$ cat src/rtl/dpu_pkg.sv
// Shared definitions for the dot-product unit controller: register map, CTRL/STATUS
// bit positions, FSM state encoding and the operand FIFO entry layout.
package dpu_pkg;

  // Register select, decoded from byte address bits [3:2].
  localparam logic [1:0] DPU_CTRL = 2'd0;
  localparam logic [1:0] DPU_OPND = 2'd1;
  localparam logic [1:0] DPU_RES  = 2'd2;

  localparam int unsigned CTRL_START_BIT = 31;
  localparam int unsigned CTRL_CLR_BIT   = 30;
  localparam int unsigned STAT_BUSY_BIT  = 31;
  localparam int unsigned STAT_DONE_BIT  = 30;

  typedef enum logic [1:0] {
    IDLE  = 2'd0,
    RUN   = 2'd1,
    DRAIN = 2'd2
  } dpu_state_t;

  typedef struct packed {
    logic [15:0] a;
    logic [15:0] b;
  } dpu_opnd_t;

endpackage

$ cat src/rtl/dpu_ctrl_if.sv
// MMIO request/ack port between the splitter (master) and the DPU controller (slave).
interface dpu_ctrl_if;
  logic        dp_req;
  logic        dp_lw;
  logic [31:0] dp_addr;
  logic [31:0] dp_write_data;
  logic        dp_ack;
  logic [31:0] dp_read_data;
  logic        dp_busy;

  modport master (
    output dp_req, dp_lw, dp_addr, dp_write_data,
    input  dp_ack, dp_read_data, dp_busy
  );

  modport slave (
    input  dp_req, dp_lw, dp_addr, dp_write_data,
    output dp_ack, dp_read_data, dp_busy
  );
endinterface

$ cat src/rtl/dpu_opfifo.sv
// Synchronous operand FIFO; push when full and pop when empty are ignored.
module dpu_opfifo
  import dpu_pkg::*;
#(
  parameter int unsigned DEPTH = 8
) (
  input  logic                   clk,
  input  logic                   rst,
  input  logic                   push,
  input  dpu_opnd_t              wdata,
  input  logic                   pop,
  output dpu_opnd_t              rdata,
  output logic                   full,
  output logic                   empty,
  output logic [$clog2(DEPTH):0] count
);
  localparam int unsigned AW = $clog2(DEPTH);
  localparam int unsigned CW = AW + 1;

  dpu_opnd_t     mem_q [DEPTH];
  logic [AW-1:0] wr_ptr_q, rd_ptr_q;
  logic [CW-1:0] count_q;
  logic          push_ok, pop_ok;

  assign full    = (count_q == CW'(DEPTH));
  assign empty   = (count_q == '0);
  assign push_ok = push && !full;
  assign pop_ok  = pop && !empty;
  assign rdata   = mem_q[rd_ptr_q];
  assign count   = count_q;

  // Pointers are exactly AW bits wide, so they wrap modulo DEPTH on their own.
  always_ff @(posedge clk) begin
    if (rst) begin
      wr_ptr_q <= '0;
      rd_ptr_q <= '0;
      count_q  <= '0;
    end else begin
      if (push_ok) wr_ptr_q <= wr_ptr_q + 1'b1;
      if (pop_ok)  rd_ptr_q <= rd_ptr_q + 1'b1;
      count_q <= count_q + CW'(push_ok) - CW'(pop_ok);
    end
  end

  always_ff @(posedge clk) begin
    if (push_ok) mem_q[wr_ptr_q] <= wdata;
  end

endmodule

$ cat src/rtl/dpu_ctrl.sv
// MMIO controller for the dot-product unit: register decode, operand FIFO, sequencing FSM
// and a two-stage signed MAC. Define DPU_SATURATE_EN to saturate the accumulate.
module dpu_ctrl
  import dpu_pkg::*;
#(
  parameter int unsigned DEPTH = 8,
  parameter int unsigned LEN_W = 8
) (
  input logic       clk,
  input logic       rst,
  dpu_ctrl_if.slave dp
);
  localparam int unsigned CW = $clog2(DEPTH) + 1;

  function automatic logic [31:0] mac_add(input logic [31:0] acc, input logic [31:0] prod);
    logic [31:0] sum;
    sum = acc + prod;
`ifdef DPU_SATURATE_EN
    if ((acc[31] == prod[31]) && (sum[31] != acc[31])) begin
      sum = acc[31] ? 32'h8000_0000 : 32'h7FFF_FFFF;
    end
`endif
    return sum;
  endfunction

  dpu_state_t     state_q, state_d;
  logic [LEN_W-1:0] len_q, len_d;
  logic [LEN_W-1:0] count_q, count_d;
  logic           done_q, done_d;
  logic [31:0]    acc_q, acc_d;
  logic [31:0]    prod_q, prod_d;
  logic           prod_vld_q;
  logic           ack_q;
  logic [31:0]    rdata_q, rdata_d;

  logic [1:0]     reg_sel;
  logic           opnd_st, accept, st_acc, busy;
  logic           start_req, clr_req, res_clr_req;
  logic           fifo_push, fifo_pop, fifo_full, fifo_empty;
  logic [CW-1:0]  fifo_count;
  dpu_opnd_t      fifo_rdata;
  logic           unused_addr;

  assign reg_sel     = dp.dp_addr[3:2];
  assign unused_addr = ^{dp.dp_addr[31:4], dp.dp_addr[1:0]};
  assign opnd_st     = !dp.dp_lw && (reg_sel == DPU_OPND);
  // Full is judged on current occupancy, so a same-cycle pop does not let a push through.
  assign accept      = dp.dp_req && !ack_q && !(opnd_st && fifo_full);
  assign st_acc      = accept && !dp.dp_lw;
  assign fifo_push   = st_acc && (reg_sel == DPU_OPND);
  assign start_req   = st_acc && (reg_sel == DPU_CTRL) && dp.dp_write_data[CTRL_START_BIT];
  assign clr_req     = st_acc && (reg_sel == DPU_CTRL) && dp.dp_write_data[CTRL_CLR_BIT];
  assign res_clr_req = st_acc && (reg_sel == DPU_RES);
  assign busy        = (state_q != IDLE);

  dpu_opfifo #(
    .DEPTH (DEPTH)
  ) u_opfifo (
    .clk   (clk),
    .rst   (rst),
    .push  (fifo_push),
    .wdata (dp.dp_write_data),
    .pop   (fifo_pop),
    .rdata (fifo_rdata),
    .full  (fifo_full),
    .empty (fifo_empty),
    .count (fifo_count)
  );

  assign prod_d = {{16{fifo_rdata.a[15]}}, fifo_rdata.a} * {{16{fifo_rdata.b[15]}}, fifo_rdata.b};

  always_comb begin
    state_d  = state_q;
    len_d    = len_q;
    count_d  = count_q;
    done_d   = done_q;
    acc_d    = acc_q;
    fifo_pop = 1'b0;
    if (prod_vld_q) acc_d = mac_add(acc_q, prod_q);
    if (clr_req)    done_d = 1'b0;
    unique case (state_q)
      IDLE: begin
        if (res_clr_req) acc_d = '0;
        if (start_req) begin
          acc_d = '0;
          len_d = dp.dp_write_data[LEN_W-1:0];
          if (dp.dp_write_data[LEN_W-1:0] == '0) begin
            done_d = 1'b1;
          end else begin
            count_d = '0;
            done_d  = 1'b0;
            state_d = RUN;
          end
        end
      end
      RUN: begin
        if (!fifo_empty) begin
          fifo_pop = 1'b1;
          count_d  = count_q + LEN_W'(1);
          if (count_d == len_q) state_d = DRAIN;
        end
      end
      DRAIN: begin
        // The last product sits in stage 1 and retires into acc this cycle.
        done_d  = 1'b1;
        state_d = IDLE;
      end
      default: state_d = IDLE;
    endcase
  end

  always_comb begin
    rdata_d = '0;
    unique case (reg_sel)
      DPU_CTRL: begin
        rdata_d[STAT_BUSY_BIT] = busy;
        rdata_d[STAT_DONE_BIT] = done_q;
        rdata_d[LEN_W-1:0]     = count_q;
      end
      DPU_OPND: rdata_d = 32'(fifo_count);
      DPU_RES:  rdata_d = acc_q;
      default:  rdata_d = '0;
    endcase
  end

  always_ff @(posedge clk) begin
    if (rst) begin
      state_q    <= IDLE;
      len_q      <= '0;
      count_q    <= '0;
      done_q     <= 1'b0;
      acc_q      <= '0;
      prod_q     <= '0;
      prod_vld_q <= 1'b0;
      ack_q      <= 1'b0;
      rdata_q    <= '0;
    end else begin
      state_q    <= state_d;
      len_q      <= len_d;
      count_q    <= count_d;
      done_q     <= done_d;
      acc_q      <= acc_d;
      prod_q     <= prod_d;
      prod_vld_q <= fifo_pop;
      ack_q      <= accept;
      rdata_q    <= (accept && dp.dp_lw) ? rdata_d : '0;
    end
  end

  assign dp.dp_ack       = ack_q;
  assign dp.dp_read_data = rdata_q;
  assign dp.dp_busy      = busy;

endmodule

$ cat src/flat_wrapper.sv
// flat-port wrapper written by rule: the top's interface ports become plain ports
module dpu_ctrl_flat import dpu_pkg::*;
#(
  parameter int unsigned DEPTH = 8,
  parameter int unsigned LEN_W = 8
)
  (clk, rst, dp_dp_req, dp_dp_lw, dp_dp_addr, dp_dp_write_data, dp_dp_ack, dp_dp_read_data, dp_dp_busy);
  dpu_ctrl_if dp_i ();
  input logic clk;
  input logic rst;
  input wire logic [$bits(dp_i.dp_req)-1:0] dp_dp_req;
  input wire logic [$bits(dp_i.dp_lw)-1:0] dp_dp_lw;
  input wire logic [$bits(dp_i.dp_addr)-1:0] dp_dp_addr;
  input wire logic [$bits(dp_i.dp_write_data)-1:0] dp_dp_write_data;
  output wire logic [$bits(dp_i.dp_ack)-1:0] dp_dp_ack;
  output wire logic [$bits(dp_i.dp_read_data)-1:0] dp_dp_read_data;
  output wire logic [$bits(dp_i.dp_busy)-1:0] dp_dp_busy;
  assign dp_i.dp_req = dp_dp_req;
  assign dp_i.dp_lw = dp_dp_lw;
  assign dp_i.dp_addr = dp_dp_addr;
  assign dp_i.dp_write_data = dp_dp_write_data;
  assign dp_dp_ack = dp_i.dp_ack;
  assign dp_dp_read_data = dp_i.dp_read_data;
  assign dp_dp_busy = dp_i.dp_busy;
  dpu_ctrl #(.DEPTH(DEPTH), .LEN_W(LEN_W)) u_core (.clk(clk), .rst(rst), .dp(dp_i));
endmodule
$ cat config.mk
export PLATFORM = sky130hd
export DESIGN_NAME = dpu_ctrl_flat
export DESIGN_NICKNAME = d
export VERILOG_FILES = /design/src/rtl/dpu_pkg.sv /design/src/rtl/dpu_ctrl_if.sv /design/src/rtl/dpu_opfifo.sv /design/src/rtl/dpu_ctrl.sv /design/src/flat_wrapper.sv
export SDC_FILE = /design/constraint.sdc
export NUM_CORES = 1
export LEC_CHECK = 0
export ABC_AREA = 1
export CORE_MARGIN = 2
export CORE_UTILIZATION = 30
export DETAILED_ROUTE_END_ITERATION = 10
export PLACE_DENSITY_LB_ADDON = 0.12
export REMOVE_ABC_BUFFERS = 1
export SLEW_MARGIN = 40
export SYNTH_ARGS = -nofsm -noshare
export SYNTH_HDL_FRONTEND = slang
export SYNTH_SLANG_ARGS = --single-unit
$ cat constraint.sdc
create_clock -name clk -period 7.9 [get_ports clk]
set_input_delay 1.975 -clock clk [delete_from_list [all_inputs] [get_ports clk]]
set_output_delay 1.975 -clock clk [all_outputs]
set_load 0.01 [all_outputs]
* Word-level counts from Yosys, hierarchy flattened *
Memories as Yosys holds them, arrays and structs flattened. A register that Yosys moved wholly into a read port is not among the register bits.
Cells that the tools add are included.

operators by class
  equal/unequal tests = 10
  magnitude comparators = 0
  div/mod/pow operators = 0
  bitwise gates (word level) = 2
  multiply operators = 1
  reduce and logical (&&, ||, !) cells = 29
  $add $sub $neg = 6
  multiplexer cells = 25
  shift-type cells = 0

operator list
  cell                                                              number
  32-bit two-way mux                                                4
  32-bit adder                                                      1
  16-bit by 16-bit multiplier with 32-bit output                    1
  8-bit two-way mux                                                 3
  8-bit one-hot mux with 3 select lines                             1
  8-bit one-hot mux with 2 select lines                             1
  1-bit logical AND                                                 13
  8-bit by 1-bit adder with 8-bit output (second input constant)    1
  8-bit == test                                                     1
  8-bit zero test                                                   1
  2-bit two-way mux                                                 4
  2-bit one-hot mux with 2 select lines                             2
  4-bit AND reduction                                               2
  1-bit two-way mux                                                 7
  3-bit by 1-bit adder with 3-bit output (second input constant)    2
  3-bit two-way mux                                                 2
  1-bit zero test                                                   5
  4-bit by 1-bit adder with 4-bit output                            1
  2-bit by 1-bit == test with 1-bit output (second input constant)  2
  2-bit == test (second input constant)                             2
  4-bit == test (second input constant)                             1
  2-bit zero test                                                   2
  4-bit zero test                                                   1
  2-bit by 1-bit != test with 1-bit output (second input constant)  2
  other kinds (8)                                                   11

word-level totals
  bits in read-only memories = 0
  output and inout bits = 34
  register bits after elaboration = 127
  logic and storage cells = 87
  memories = 1
  input bits = 68
  bits in writable memories = 256
  bits in latches = 0

memory list
  memory                 depth  width  read ports  clocked after memory_dff  write ports  RTL line          source
  u_core.u_opfifo.mem_q  8      32     1           1                         1            dpu_opfifo.sv:20  dpu_opnd_t mem_q [DEPTH];

* Longest topological paths before layout *
  word-level depth = 11
  gate-level depth with buffers = 33
  mapped depth without buffers = 31

* Modules after synthesis *
Synthesis repeated with hierarchy kept, for this count alone.

second synthesis, totals
  cells, all modules = 3,484
  area total of the unflattened synthesis = 28,524.9 um^2

modules (own cells, without submodules)
  module      instances  sequential area each (um^2)  cells an instance  area each (um^2)
  dpu_ctrl    1          2,342.2                      2,277              16,652.2
  dpu_opfifo  1          7,947.6                      1,207              11,872.6

* Worst setup path after synthesis *
No wires, ideal clock.

  path kind = reg-to-reg
  start point = register with a tool-made name
  end point = register u_core.prod_q[31]
  buffers on the path = 2
  setup time = 0.113 ns
  arrival = 6.107 ns
  data required time = 7.787 ns
  path slack = 1.680 ns
  cell stages (with the launch flop) = 29
  clock period less this slack = 6.220 ns
  path through = dfxtp_1 -> buf_6 -> buf_6 -> nor2_1 -> o32ai_1 -> inv_1 -> o21ai_2 -> inv_2 -> nor2_4 -> inv_2 -> fa_1 -> inv_1 -> fa_1 -> fa_1 -> fa_1 -> inv_1 -> fa_1 -> inv_1 -> fa_1 -> ha_1 -> inv_1 -> nor3_1 -> nand2_1 -> nor3_1 -> nand2_1 -> inv_1 -> nor2_1 -> nor2_1 -> nor2_1

RTL lines
  element               RTL line         source
  to (signal assigned)  dpu_ctrl.sv:143  prod_q <= prod_d;
  to (decl)             dpu_ctrl.sv:31   logic [31:0] prod_q, prod_d;

==> results by group <==
Power
  • Psw: 0.00379 W
  • Clock power frac: 0.229
  • PwrDens: 286 mW/mm^2
  • Leakage power total: 13.2 nW
  • Max rail drop VDD: 0.000256 V
  • Fraction of power spent switching nets: 0.434
  • Logic pwr share: 0.508
  • Internal power of the cells: 0.00494 W
  • Sequential fraction of design power: 0.263

Place
  • Number of buffer cells added on primary ports: 71
  • Weighted congestion at the end of routability-driven global placement: 0.905
  • Placed wire-length estimate: 56700 microns

Synthesis
  • Sequential area share after synthesis: 0.383
  • Number of distinct standard cells referenced by the synthesized netlist: 47
  • Proportion of synthesized flip-flops having asynchronous set or reset: 0
  • Number of synthesized flops with an enable pin: 256
  • Area share of the leading cell type in the synthesized netlist: 0.286
  • Predominant post-synthesis flop cell: edfxtp_1
  • Synthesized area per cell: 9.13 sq um
  • Warning count from the yosys run: 0
  • Number of instances in the synthesized netlist: 2938
  • Leading cell types by total area after synthesis: edfxtp_1 (29%), fa_1 (20%), dfxtp_1 (9.7%)
  • Number of synthesized register bits: 386
  • Most area-hungry cell type in the Yosys netlist: edfxtp_1
  • Total standard cell area after synthesis: 0.0268 sq mm

Timing
  • Final setup skew: 0.0142 ns
  • Slew @ Worst Pin: 0.828 ns
  • Ratio of final minimum period to clock period: 0.938
  • Setup violators final: 0
  • Hold violation total from the final report: 0
  • Setup repair after global routing missed its margin: no
  • Worst relative slew slack: 0.447
  • Max Clk Rate: 135 MHz
  • Final setup TNS: 0 ns
  • Count of pins over their slew limit: 0
  • Minimum period implied by the final worst setup slack: 7.41 ns

Cells and area
  • Post-layout nets: 3484
  • Signed area change from the synthesized netlist to the final layout: 13.7%
  • Proportion of layout cells with a drive suffix above 1: 0.0691
  • Most common cell after layout, fill and taps aside: inv_1
  • Fin util: 0.345
  • Most frequent cells in the layout: inv_1 (523), nor2_1 (513), nand2_1 (425), fa_1 (264), edfxtp_1 (256)
  • Filler Cell Count: 9076

Drt
  • Wire per inst: 18.0 microns
  • First drt pass iteration count: 5
  • Post-detailed-routing wire length: 76300 microns
  • Ratio of routed vias to standard cells: 4.64
  • Iteration-0 DRC count of the detailed router: 1221
  • Number of design rule violations left after detail routing: 0
  • Number of vias in the routed layout: 19652
  • Remaining antenna violation count after routing: 0

Die
  • Full die area: 0.0919 sq mm
  • Initial Util: 0.303
  • Number of top-level pins: 102
  • Floorplan die width: 303 microns
  • Core box area: 0.0885 sq mm
  • Vertical extent of the die: 303 microns
  • Floorplan row count: 109

Clock network
  • Skew-Pair Late Insertion Delay: 0.58 ns
  • Hold bufs inserted after CTS: 0
  • Total clock sinks: 386
  • Clock tree from TritonCTS: yes
  • Htree depth: 2
  • Cts bufs inserted: 46
  • Clock edge transition at the registers on the reported setup and hold paths: 0.06 ns
  • Deepest clock path buffer count: 3
  • Setup Buffers After CTS: 0
  • Post-cts gate resize count: 0
  • CTS Root Buffer Type: clkbuf_16

Min path
  • Number of stages on the worst hold path: 2
  • Worst hold-check path type: flop to flop
  • Worst Hold Endpoint: u_core.dp.dp_read_data[29]
  • Hold wc startpoint: u_core.acc_q[29]

Worst setup path
  • Setup crit end kind: flop
  • Number of cells traversed by the worst register-to-register path: 26
  • Critical path data arrival time: 7.88 ns
  • Capture point of the worst reg-to-reg path: u_core.prod_q[29]
  • Critical-path cell with the highest stage delay: dfxtp_4
  • Most frequent cell on the critical path: fa_1
  • Category of the worst setup path launch point: flop
  • Flop-to-flop setup slack: 0.49 ns
  • Largest stage delay on the critical path: 0.75 ns
  • Worst path required time: 8.36 ns
  • Critical path buffers and inverters: 7
  • Cell family with the largest share of critical-path delay: adder cells
  • Worst-path fanout max: 54
  • Category of the most critical setup path: flop to flop

Global routing
  • GRT Total Usage: 0.170
  • Number of antenna violations at the first check in global routing: 1
  • Number of global-route vias before repair: 20394
  • First-pass GRT wire length: 119000 microns
  • Largest net degree at the start of global routing: 97
  • Overflow left after global routing: 0

Flow run
  • Max Cap Viol: 0

Outcome
  • Result of the run: finished, final reports clean
-- flip-flops by register name (all words and copies together), names as in the netlist, 2 cells and up, named ones only --
signal / count
u_core.u_opfifo.count: 4
u_core.prod_q: 32
u_core.u_opfifo.mem_q: 256
u_core.u_opfifo.wr_ptr_q: 3
u_core.count_q: 8
u_core.dp.dp_read_data: 32
u_core.len_q: 8
u_core.u_opfifo.rd_ptr_q: 3
u_core.state_q: 2
u_core.acc_q: 32
-- area by class of cell --
class	count	area, sq um	area share
Antenna cell	1	2.50	0.0000820
Inverter	557	2100	0.0687
Clock inverter	24	163	0.00533
Clock buffer	60	1250	0.0411
Tap cell	1165	1460	0.0478
Multi-Input combinational cell	1910	14000	0.460
Sequential cell	386	10300	0.337
Timing Repair Buffer	129	1210	0.0396
-- how the worst max path moves through the flow --
stage,from,end,slack [ns],depth (start not counted)
finish,flop,u_core.prod_q[29],0.49,26
global route,flop,u_core.prod_q[29],0.08,33
CTS,flop,u_core.prod_q[29],0.47,31
detailed placement,flop,u_core.prod_q[29],0.53,31
global placement,flop,u_core.prod_q[29],0.52,31
floorplan,flop,u_core.prod_q[31],-1.04,27
-- cell usage after synthesis, types with 5 or more instances --
master    number
a21oi_1      125
nor2_2        11
fa_1         264
inv_1        523
a21o_1         5
o21ai_0      152
nor3_1        23
o32ai_2        6
o211ai_1       6
o21ai_2       16
a22oi_1        6
buf_2         40
edfxtp_1     256
buf_6          8
o21a_1        13
nor2_1       517
o21ai_4        7
inv_2         31
o21bai_1       8
ha_1         122
o21ai_1       10
xnor2_1       13
o32ai_1       57
nand3_1       66
buf_4         10
clkbuf_1      23
nand4_1       18
dfxtp_1      130
nand2_1      425
xor2_1        14
-- worst min-delay path, stage by stage, from the launching register on --
cell and delay (ns):
dfxtp_1 0.31, inv_1 0.07, nor2_1 0.05
-- logic make-up (layout without fill, tap and decap cells) --
family / after synthesis / count (layout) / synth area share
fa+ha+maj: 386 / 386 / 0.254
mux: 1 / 1 / 0.000373
xor+xnor: 27 / 27 / 0.00881
simple gates: 1074 / 1074 / 0.159
buf+inv: 642 / 770 / 0.0954
other cells: 0 / 1 / 0
flops: 386 / 386 / 0.383
compound gates: 422 / 422 / 0.0991
-- per-stage QoR --
| stage | area [sq um] | setup WS, ns | instances | power, W | hold WS (ns) |
|---|---|---|---|---|---|
| finish | 30500 | 0.488 | 4232 | 0.00872 | 0.456 |
| global route | 30500 | 0.0821 | 4231 | 0.00953 | 0.466 |
| CTS | 30500 | 0.472 | 4231 | 0.00883 | 0.461 |
| detailed placement | 29100 | 0.527 | 4147 | 0.00676 | 0.455 |
| global placement | 29100 | 0.523 | 4147 | 0.00677 | 0.454 |
| floorplan | 26400 | -1.04 | 2853 | 0.00540 | 0.422 |
-- power by group through the flow --
stage                     Combinational, W  Clock [W]  Sequential [W]
after floorplan                    0.00310          0         0.00230
after global placement             0.00443          0         0.00234
after detailed placement           0.00442          0         0.00234
after CTS                          0.00446    0.00207         0.00230
after global routing               0.00508    0.00216         0.00230
final                              0.00443    0.00200         0.00229
-- per-layer routing --
metal  GRT usage  vias up  wire length (microns)
met4      0.0311        2                   1060
met2       0.276      366                  34800
met1       0.244     9658                  37200
li1            -     9555                      -
met5           0        -                     13
met3      0.0224       71                   3150
(Power assumes the default switching activity.)
